[src/rtl/muldiv4_seq_ctrl_if.sv]
// Operand/opcode request and result bundle for the muldiv4 sequencer.
// Master drives start/op/a/b; slave returns busy/done/result/div_by_zero.
interface muldiv4_seq_ctrl_if #(
    parameter int WIDTH = 4
);
    logic                   start;
    logic                   op;
    logic [WIDTH-1:0]       a;
    logic [WIDTH-1:0]       b;
    logic                   busy;
    logic                   done;
    logic [2*WIDTH-1:0]     result;
    logic                   div_by_zero;

    modport master (
        output start, op, a, b,
        input  busy, done, result, div_by_zero
    );

    modport slave (
        input  start, op, a, b,
        output busy, done, result, div_by_zero
    );
endinterface

[src/rtl/muldiv4_seq_ctrl.sv]
// Sequential unsigned shift-add multiply / restoring divide, one bit per clock.
// Latency: done in the cycle after edge WIDTH (after E0 for divide-by-zero).
// Backpressure: start is ignored while busy, including the done cycle.
module muldiv4_seq_ctrl #(
    parameter int WIDTH = 4
) (
    input  logic               clk,
    input  logic               rst,
    muldiv4_seq_ctrl_if.slave  bus
);
    localparam int CW = $clog2(WIDTH + 1);

    typedef enum logic [1:0] {IDLE, RUN, DONE} state_t;

    state_t               state;
    logic [CW-1:0]        cnt;
    logic                 op_q;
    logic [WIDTH-1:0]     oper;   // multiplicand or divisor, constant during RUN
    logic [WIDTH-1:0]     sreg;   // multiplier, or dividend shifting out / quotient shifting in
    logic [2*WIDTH-1:0]   acc;
    logic [WIDTH-1:0]     rem;

    logic [WIDTH:0]       mul_sum;
    logic [2*WIDTH-1:0]   mul_acc_nx;
    logic [WIDTH-1:0]     mul_sreg_nx;
    logic [WIDTH:0]       div_trial;
    logic                 div_ge;
    logic [WIDTH-1:0]     div_rem_nx;
    logic [WIDTH-1:0]     div_sreg_nx;

    always_comb begin
        mul_sum     = {1'b0, acc[2*WIDTH-1:WIDTH]} + (sreg[0] ? {1'b0, oper} : '0);
        // the carry out of the add lands in the top bit after the right shift
        mul_acc_nx  = {mul_sum, acc[WIDTH-1:1]};
        mul_sreg_nx = {acc[0], sreg[WIDTH-1:1]};

        // trial keeps rem's MSB so the compare is done at WIDTH+1 bits
        div_trial   = {rem, sreg[WIDTH-1]};
        div_ge      = (div_trial >= {1'b0, oper});
        div_rem_nx  = div_ge ? (div_trial[WIDTH-1:0] - oper) : div_trial[WIDTH-1:0];
        div_sreg_nx = {sreg[WIDTH-2:0], div_ge};
    end

    always_ff @(posedge clk or posedge rst) begin
        if (rst) begin
            state           <= IDLE;
            cnt             <= '0;
            op_q            <= 1'b0;
            oper            <= '0;
            sreg            <= '0;
            acc             <= '0;
            rem             <= '0;
            bus.busy        <= 1'b0;
            bus.done        <= 1'b0;
            bus.result      <= '0;
            bus.div_by_zero <= 1'b0;
        end else begin
            case (state)
                IDLE: begin
                    if (bus.start) begin
                        op_q     <= bus.op;
                        oper     <= bus.op ? bus.b : bus.a;
                        sreg     <= bus.op ? bus.a : bus.b;
                        acc      <= '0;
                        rem      <= '0;
                        cnt      <= CW'(WIDTH);
                        bus.busy <= 1'b1;
                        if (bus.op && (bus.b == '0)) begin
                            state           <= DONE;
                            bus.done        <= 1'b1;
                            bus.result      <= {bus.a, {WIDTH{1'b1}}};
                            bus.div_by_zero <= 1'b1;
                        end else begin
                            state <= RUN;
                        end
                    end
                end
                RUN: begin
                    cnt <= cnt - CW'(1);
                    if (op_q) begin
                        rem  <= div_rem_nx;
                        sreg <= div_sreg_nx;
                    end else begin
                        acc  <= mul_acc_nx;
                        sreg <= mul_sreg_nx;
                    end
                    if (cnt == CW'(1)) begin
                        state           <= DONE;
                        bus.done        <= 1'b1;
                        bus.result      <= op_q ? {div_rem_nx, div_sreg_nx} : mul_acc_nx;
                        bus.div_by_zero <= 1'b0;
                    end
                end
                DONE: begin
                    state    <= IDLE;
                    bus.done <= 1'b0;
                    bus.busy <= 1'b0;
                end
                default: begin
                    state    <= IDLE;
                    bus.done <= 1'b0;
                    bus.busy <= 1'b0;
                end
            endcase
        end
    end
endmodule

[src/flat_wrapper.sv]
// flat-port wrapper written by rule: the top's interface ports become plain ports
module muldiv4_seq_ctrl_flat 
#(
    parameter int WIDTH = 4
)
  (clk, rst, bus_start, bus_op, bus_a, bus_b, bus_busy, bus_done, bus_result, bus_div_by_zero);
  muldiv4_seq_ctrl_if #(.WIDTH(WIDTH)) bus_i ();
  input  logic clk;
  input  logic rst;
  input wire logic [$bits(bus_i.start)-1:0] bus_start;
  input wire logic [$bits(bus_i.op)-1:0] bus_op;
  input wire logic [$bits(bus_i.a)-1:0] bus_a;
  input wire logic [$bits(bus_i.b)-1:0] bus_b;
  output wire logic [$bits(bus_i.busy)-1:0] bus_busy;
  output wire logic [$bits(bus_i.done)-1:0] bus_done;
  output wire logic [$bits(bus_i.result)-1:0] bus_result;
  output wire logic [$bits(bus_i.div_by_zero)-1:0] bus_div_by_zero;
  assign bus_i.start = bus_start;
  assign bus_i.op = bus_op;
  assign bus_i.a = bus_a;
  assign bus_i.b = bus_b;
  assign bus_busy = bus_i.busy;
  assign bus_done = bus_i.done;
  assign bus_result = bus_i.result;
  assign bus_div_by_zero = bus_i.div_by_zero;
  muldiv4_seq_ctrl #(.WIDTH(WIDTH)) u_core (.clk(clk), .rst(rst), .bus(bus_i));
endmodule
[config.mk]
export PLATFORM = sky130hd
export DESIGN_NAME = muldiv4_seq_ctrl_flat
export DESIGN_NICKNAME = d
export VERILOG_FILES = /design/src/rtl/muldiv4_seq_ctrl_if.sv /design/src/rtl/muldiv4_seq_ctrl.sv /design/src/flat_wrapper.sv
export SDC_FILE = /design/constraint.sdc
export NUM_CORES = 1
export LEC_CHECK = 0
export BUFFER_PORTS_ARGS = -buffer_cell sky130_fd_sc_hd__buf_2
export CELL_PAD_IN_SITES_DETAIL_PLACEMENT = 1
export CELL_PAD_IN_SITES_GLOBAL_PLACEMENT = 1
export CORE_ASPECT_RATIO = 1.75
export CORE_UTILIZATION = 35
export CTS_CLUSTER_DIAMETER = 40
export DETAILED_ROUTE_END_ITERATION = 10
export HOLD_SLACK_MARGIN = 0.15
export PLACE_DENSITY = 0.62
export SYNTH_ARGS = -nofsm -noshare
export SYNTH_HDL_FRONTEND = slang
export SYNTH_SLANG_ARGS = --single-unit
export TNS_END_PERCENT = 20
[constraint.sdc]
create_clock -name clk -period 3.9 [get_ports clk]
set_clock_uncertainty 0.2 [all_clocks]
set_input_delay 0.39 -clock clk [delete_from_list [all_inputs] [get_ports clk]]
set_output_delay 0.39 -clock clk [all_outputs]
set_load 0.03 [all_outputs]
### Word level (Yosys, flattened, before mapping)

Index checks and enable logic that the tools add are counted.
Widths: inputs -> output; s select.

| storage, ports and cells | value |
|---|---|
| register bits after elaboration | 37 |
| word-level logic and storage cells | 67 |

| operators by class | value |
|---|---|
| bitwise logic cells | 1 |
| reductions and logical operators | 12 |
| add/subtract/negate cells | 3 |
| muxes and demuxes | 32 |
| equal/unequal tests | 7 |
| magnitude comparators | 1 |

Operators by type and width:

| cell | count |
|---|---|
| $mux 8 | 6 |
| $mux 4 | 8 |
| $pmux 8 s2 | 2 |
| $pmux 4 s2 | 2 |
| $reduce_and 3->1 | 3 |
| $reduce_and 2->1 | 4 |
| $mux 2 | 3 |
| $ne 2x1->1 const B | 3 |
| $pmux 1 s2 | 3 |
| $pmux 3 s2 | 1 |
| $add 4x5->5 | 1 |
| $ge 5x4->1 | 1 |
| $mux 1 | 5 |
| $logic_not 4->1 | 1 |
| $ne 2x2->1 const B | 2 |
| $pmux 2 s2 | 1 |
| $reduce_and 4->1 | 1 |
| $sub 4x4->4 | 1 |
| $eq 3x1->1 const B | 1 |
| $mux 3 | 1 |
| $sub 3x1->3 const B | 1 |
| $eq 2x1->1 const B | 1 |
| $logic_not 2->1 | 1 |
| $reduce_bool 2->1 | 1 |
| other kinds (2) | 2 |

### Logic depth before layout (Yosys ltp)

| logic depth | value |
|---|---|
| depth in word-level cells | 5 |
| mapped depth | 9 |

### Worst setup path before layout

No wires, ideal clock.

| path | value |
|---|---|
| path kind | reg2reg |
| start | register u_core.sreg[0] |
| end | register u_core.bus.result[7] |
| path slack | 1.984 ns |
| required time | 3.618 ns |
| path buffers | 0 |
| library setup time | 0.082 ns |
| stages on the path, launching flop included | 10 |
| data arrival time | 1.634 ns |
| path through | dfrtp_1 > and2_1 > ha_1 > inv_1 > fa_1 > nor2b_1 > o21ai_0 > a21oi_1 > a21oi_1 > a31oi_1 |

| between the ends | value |
|---|---|
| word-level cells in the longest chain between the ends | 5 |

Ends and longest elaborated chain:

| what | RTL line | text |
|---|---|---|
| from (decl) | muldiv4_seq_ctrl.sv:19 | `logic [WIDTH-1:0] sreg;` |
| from (signal assigned) | muldiv4_seq_ctrl.sv:63 | `sreg <= bus.op ? bus.a : bus.b;` |
| from (signal assigned) | muldiv4_seq_ctrl.sv:82 | `sreg <= div_sreg_nx;` |
| from (signal assigned) | muldiv4_seq_ctrl.sv:85 | `sreg <= mul_sreg_nx;` |
| $mux 4 | muldiv4_seq_ctrl.sv:32 | `mul_sum = {1'b0, acc[2*WIDTH-1:WIDTH]} + (sreg[0] ? {1'b0, oper} : '0);` |
| $add 4x5->5 | muldiv4_seq_ctrl.sv:32 |  |
| $mux 8 | muldiv4_seq_ctrl.sv:90 | `bus.result <= op_q ? {div_rem_nx, div_sreg_nx} : mul_acc_nx;` |
| $mux 8 | muldiv4_seq_ctrl.sv:87 | `if (cnt == CW'(1)) begin` |
| $pmux 8 s2 | muldiv4_seq_ctrl.sv:58 | `case (state)` |
| to (signal assigned) | muldiv4_seq_ctrl.sv:71 | `bus.result <= {bus.a, {WIDTH{1'b1}}};` |
| to (signal assigned) | muldiv4_seq_ctrl.sv:90 |  |
| to (decl) | muldiv4_seq_ctrl_if.sv:22 | `output busy, done, result, div_by_zero` |

Every way passes these cells. The select of a mux whose other input is x is not followed.
A chain may end at the register's enable or synchronous reset.

### Worst setup path after layout

| path | value |
|---|---|
| start | register u_core.sreg[3] |
| end | register u_core.bus.result[7] |

| between the ends | value |
|---|---|
| word-level cells in the longest chain between the ends | 5 |
| elaborated cells on any way between the ends | 6 |
| those cells by class | 1 x add/sub; 1 x order compare; 4 x mux |

Ends and longest elaborated chain:

| what | RTL line | text |
|---|---|---|
| $sub 4x4->4 or $ge 5x4->1 (tied branches) | muldiv4_seq_ctrl.sv:40, muldiv4_seq_ctrl.sv:39 |  |
| $mux 4 * | muldiv4_seq_ctrl.sv:40 | `div_rem_nx = div_ge ? (div_trial[WIDTH-1:0] - oper) : div_trial[WIDTH-1:0];` |
| $mux 8 * | muldiv4_seq_ctrl.sv:90 |  |
| $mux 8 * | muldiv4_seq_ctrl.sv:87 |  |
| $pmux 8 s2 * | muldiv4_seq_ctrl.sv:58 |  |

Every way passes the cells marked *; elsewhere a longest branch is shown, timed or not. The select of a mux whose other input is x is not followed.

==> results.md <==
- Status: finished clean
- Internal: 1.06 mW
- R2R Setup Slk: 1640 ps
- Comb pwr share: 51.2%
- Most common cell in the netlist: dfrtp_1
- CTS tree: yes
- Vias in the first global route: 1,804
- HPWL Detailed: 4040 um
- Number of cells on the worst hold path: 3
- First-pass GRT wire length: 9160 um
- Yosys cell types: 36
- GPL Wtd Cong: 0.803
- Syn Area/Cell: 9.54 um2
- Clock power frac: between 10% and 20%
- Post-route design area: 2330 um2
- Switching power: a little over 0.9 mW
- DRC viols: 0
- Worst slew margin: 40.1%
- Yosys top cell area share: 44.7%
- Final setup violation count: 0
- Share of layout cells above drive strength 1: 15.1%
- Vias: around 1,600
- # Max-Cap Violations: 0
- Post-Synth XOR/XNOR Area: 1.69%
- RSZ-0062 raised after global routing: no
- Diodes inserted: 0
- Critical path type: reg2reg
- Vias per Instance: 5.15
- Leak pwr: between 1 and 1.5 nW
- Die W: roughly 60 um
- WL final: about 5300 um
- Clock Sinks: 37
- Worst-path fanout max: 4
- Power Dens Cells: 857 nW/um2
- Clk Latency, worst-skew pair: a little under 300 ps
- # IOs: 23
- Post-synth EDFFs: 0
- Synth Area in Compound Gates: between 15 and 20%
- Post-synth top cells: 37 x dfrtp_1, 32 x nand2_1, 19 x o21ai_0
- Reg2Reg Capture Point: u_core.bus.result[7]$_DFFE_PP0P_
- Mapped cell area: 2070 um2
- Max Fclk: roughly 440 MHz
- Post-layout nets: 263
- HP Start: bus_b[0]
- Synth Area in Simple Gates: between 15 and 20%
- Final hold slack: 237 ps
- Hold EP: u_core.oper[0]$_DFFE_PP0P_
- Post-CTS sizing: 0
- Reg clk slew, reported paths: 70 ps
- Crit. End Element: flip-flop
- Core area: between 5000 and 6000 um2
- Num CTS Buffers: 5
- Mapped Nets: between 200 and 250
- Initial DRC count: 42
- Ys async rst share: 100%
- Starting density of the core: 36.8%
- Slew Viols, Final: 0
- Largest family of logic cells by synthesized area: compound AO/OA/AOI/OAI gates
- Root buffer cell: clkbuf_8
- Synth area leaders: dfrtp_1 45%, mux2i_1 7.3%, ha_1 6.0%
- Final WS setup: 1640 ps
- Row cnt: 36
- Non-filler instance count after layout: between 300 and 400
- Worst slack, placed: 1630 ps
- Yosys warns: 0
- Syn Inst Count: 217
- R2R depth: 7
- Mux contribution to synthesized area: a little over 7%
- Sw Ratio: 46.8%
- DP Area: around 2200 um2
- Reg2reg start: u_core.sreg[3]$_DFFE_PP0P_
- Largest net degree at the start of global routing: 38
- Total GRT Usage: 20.0%
- Full die area: 6240 um2
- Overall Power: 2.00 mW
- Final-layout fill cell count: 658
- Placed cells: 307
- Slew @ Worst Pin: between 800 and 900 ps
- Crit share post-route: 57.8%
- Chip Height: 104 um
- Port bufs: 22
- Worst Hold Class: in2reg
- Reg power frac: a little over a third
- Worst setup SP type: flip-flop
- Register bit total from synthesis: 37
- Initial antenna violation count: 0
- Final Critical Period: 2260 ps
- Final Core Density: between 40% and 50%
- Synth Area in Adders: 7.98%
- DRT Pass-1 Iters: 3
- Setup TNS: 0 ps
- Peak VDD IR: 0.000321 V
- Antenna Nets Post-Route: 0
- Register area share after synthesis: 44.7%
- Largest area contributor in the netlist: dfrtp_1
- GRT overflow: 0
- Final hold vios: 0
- Longest Clk Path Bufs: 2
- WL/cell: 16.8 um
- Layout Area Growth over Synthesis: 12.6%
- # H-tree levels: 2
- Critical Path AT: between 2000 and 2500 ps
- Top_reg_cell synth: dfrtp_1
- Worst Path Required: 3830 ps
[routing by layer]
metal  global-route usage (%)  share of wire (%)  up-vias
met5                        0                  0        -
met4                     8.47                3.0        0
met3                     3.62                2.1       10
met2                     34.9                 55       24
met1                     22.6                 40      795
li1                         -                  -      793
[power by group through the flow]
stage | Sequential (mW) | Combinational [mW] | Clock, mW
after global placement | 0.704 | 1.03 | 0
after global routing | 0.722 | 1.18 | 0.304
after floorplan | 0.745 | 0.697 | 0
final | 0.698 | 1.02 | 0.277
after CTS | 0.699 | 1.05 | 0.290
after detailed placement | 0.706 | 1.04 | 0
[worst max-delay path by stage]
stage                     depth (start not counted)  slack [ps]                  startpoint                                to
after floorplan                                   9        1980  u_core.sreg[0]$_DFFE_PP0P_  u_core.bus.result[7]$_DFFE_PP0P_
after global placement                            7        1650  u_core.sreg[3]$_DFFE_PP0P_  u_core.bus.result[7]$_DFFE_PP0P_
after detailed placement                          7        1630  u_core.sreg[3]$_DFFE_PP0P_  u_core.bus.result[7]$_DFFE_PP0P_
after CTS                                         7        1610  u_core.sreg[3]$_DFFE_PP0P_  u_core.bus.result[7]$_DFFE_PP0P_
after global routing                              7        1500  u_core.sreg[3]$_DFFE_PP0P_  u_core.bus.result[7]$_DFFE_PP0P_
final                                             7        1640  u_core.sreg[3]$_DFFE_PP0P_  u_core.bus.result[7]$_DFFE_PP0P_
[critical path, cell delays in order (launching register included)]
cell and delay, ps:
dfrtp_1 480, inv_1 80, ha_1 340, nor2b_1 70, o21ai_0 390, a21oi_1 120, a31oi_1 290, a31oi_1 120
[cell usage in the layout, fill, tap and decap left out, drive strengths merged, types with 6 or more instances in the layout]
| cell | synthesis | routed |
|---|---|---|
| dfrtp | 37 | 37 |
| nand2 | 32 | 32 |
| buf | 7 | 23 |
| o21ai | 19 | 19 |
| inv | 15 | 15 |
| mux2i | 15 | 15 |
| nor2 | 15 | 15 |
| ha | 10 | 10 |
| a21oi | 10 | 10 |
| a31oi | 7 | 7 |
| and2 | 6 | 6 |
| nand3 | 6 | 6 |
| o211ai | 6 | 6 |
| clkbuf | 2 | 6 |
[cell type report]
| cell class | instances | area [um2] | share of cell area [%] |
|---|---|---|---|
| multi-input combinational | 156 | 1040 | 44.4 |
| clock inverter | 1 | 7.51 | 0.322 |
| timing repair buffer | 24 | 128 | 5.48 |
| clock buffer | 6 | 82.6 | 3.54 |
| sequential | 37 | 926 | 39.7 |
| inverter | 15 | 56.3 | 2.42 |
| tap | 76 | 95.1 | 4.08 |
[flip-flops by register name (all words and copies together), names as in the netlist]
register / cells
u_core.state: 2
u_core.oper: 4
u_core.bus.busy: 1
u_core.bus.div_by_zero: 1
u_core.sreg: 4
u_core.acc: 8
u_core.op_q: 1
u_core.rem: 4
u_core.bus.done: 1
u_core.cnt: 3
u_core.bus.result: 8
[cells by family (layout without fill, tap and decap cells)]
family	Yosys count	after routing
simple gates	70	70
fa+ha+maj	12	12
buf+inv	24	46
mux	15	15
compound gates	55	55
flops	37	37
xor+xnor	4	4
[timing repair]
action                    4_1_cts  5_1_grt
setup buffers                   0        0
hold endpoints to repair       37        0
hold buffers                    1        0
No activity file was read; power rests on OpenSTA's default activity.
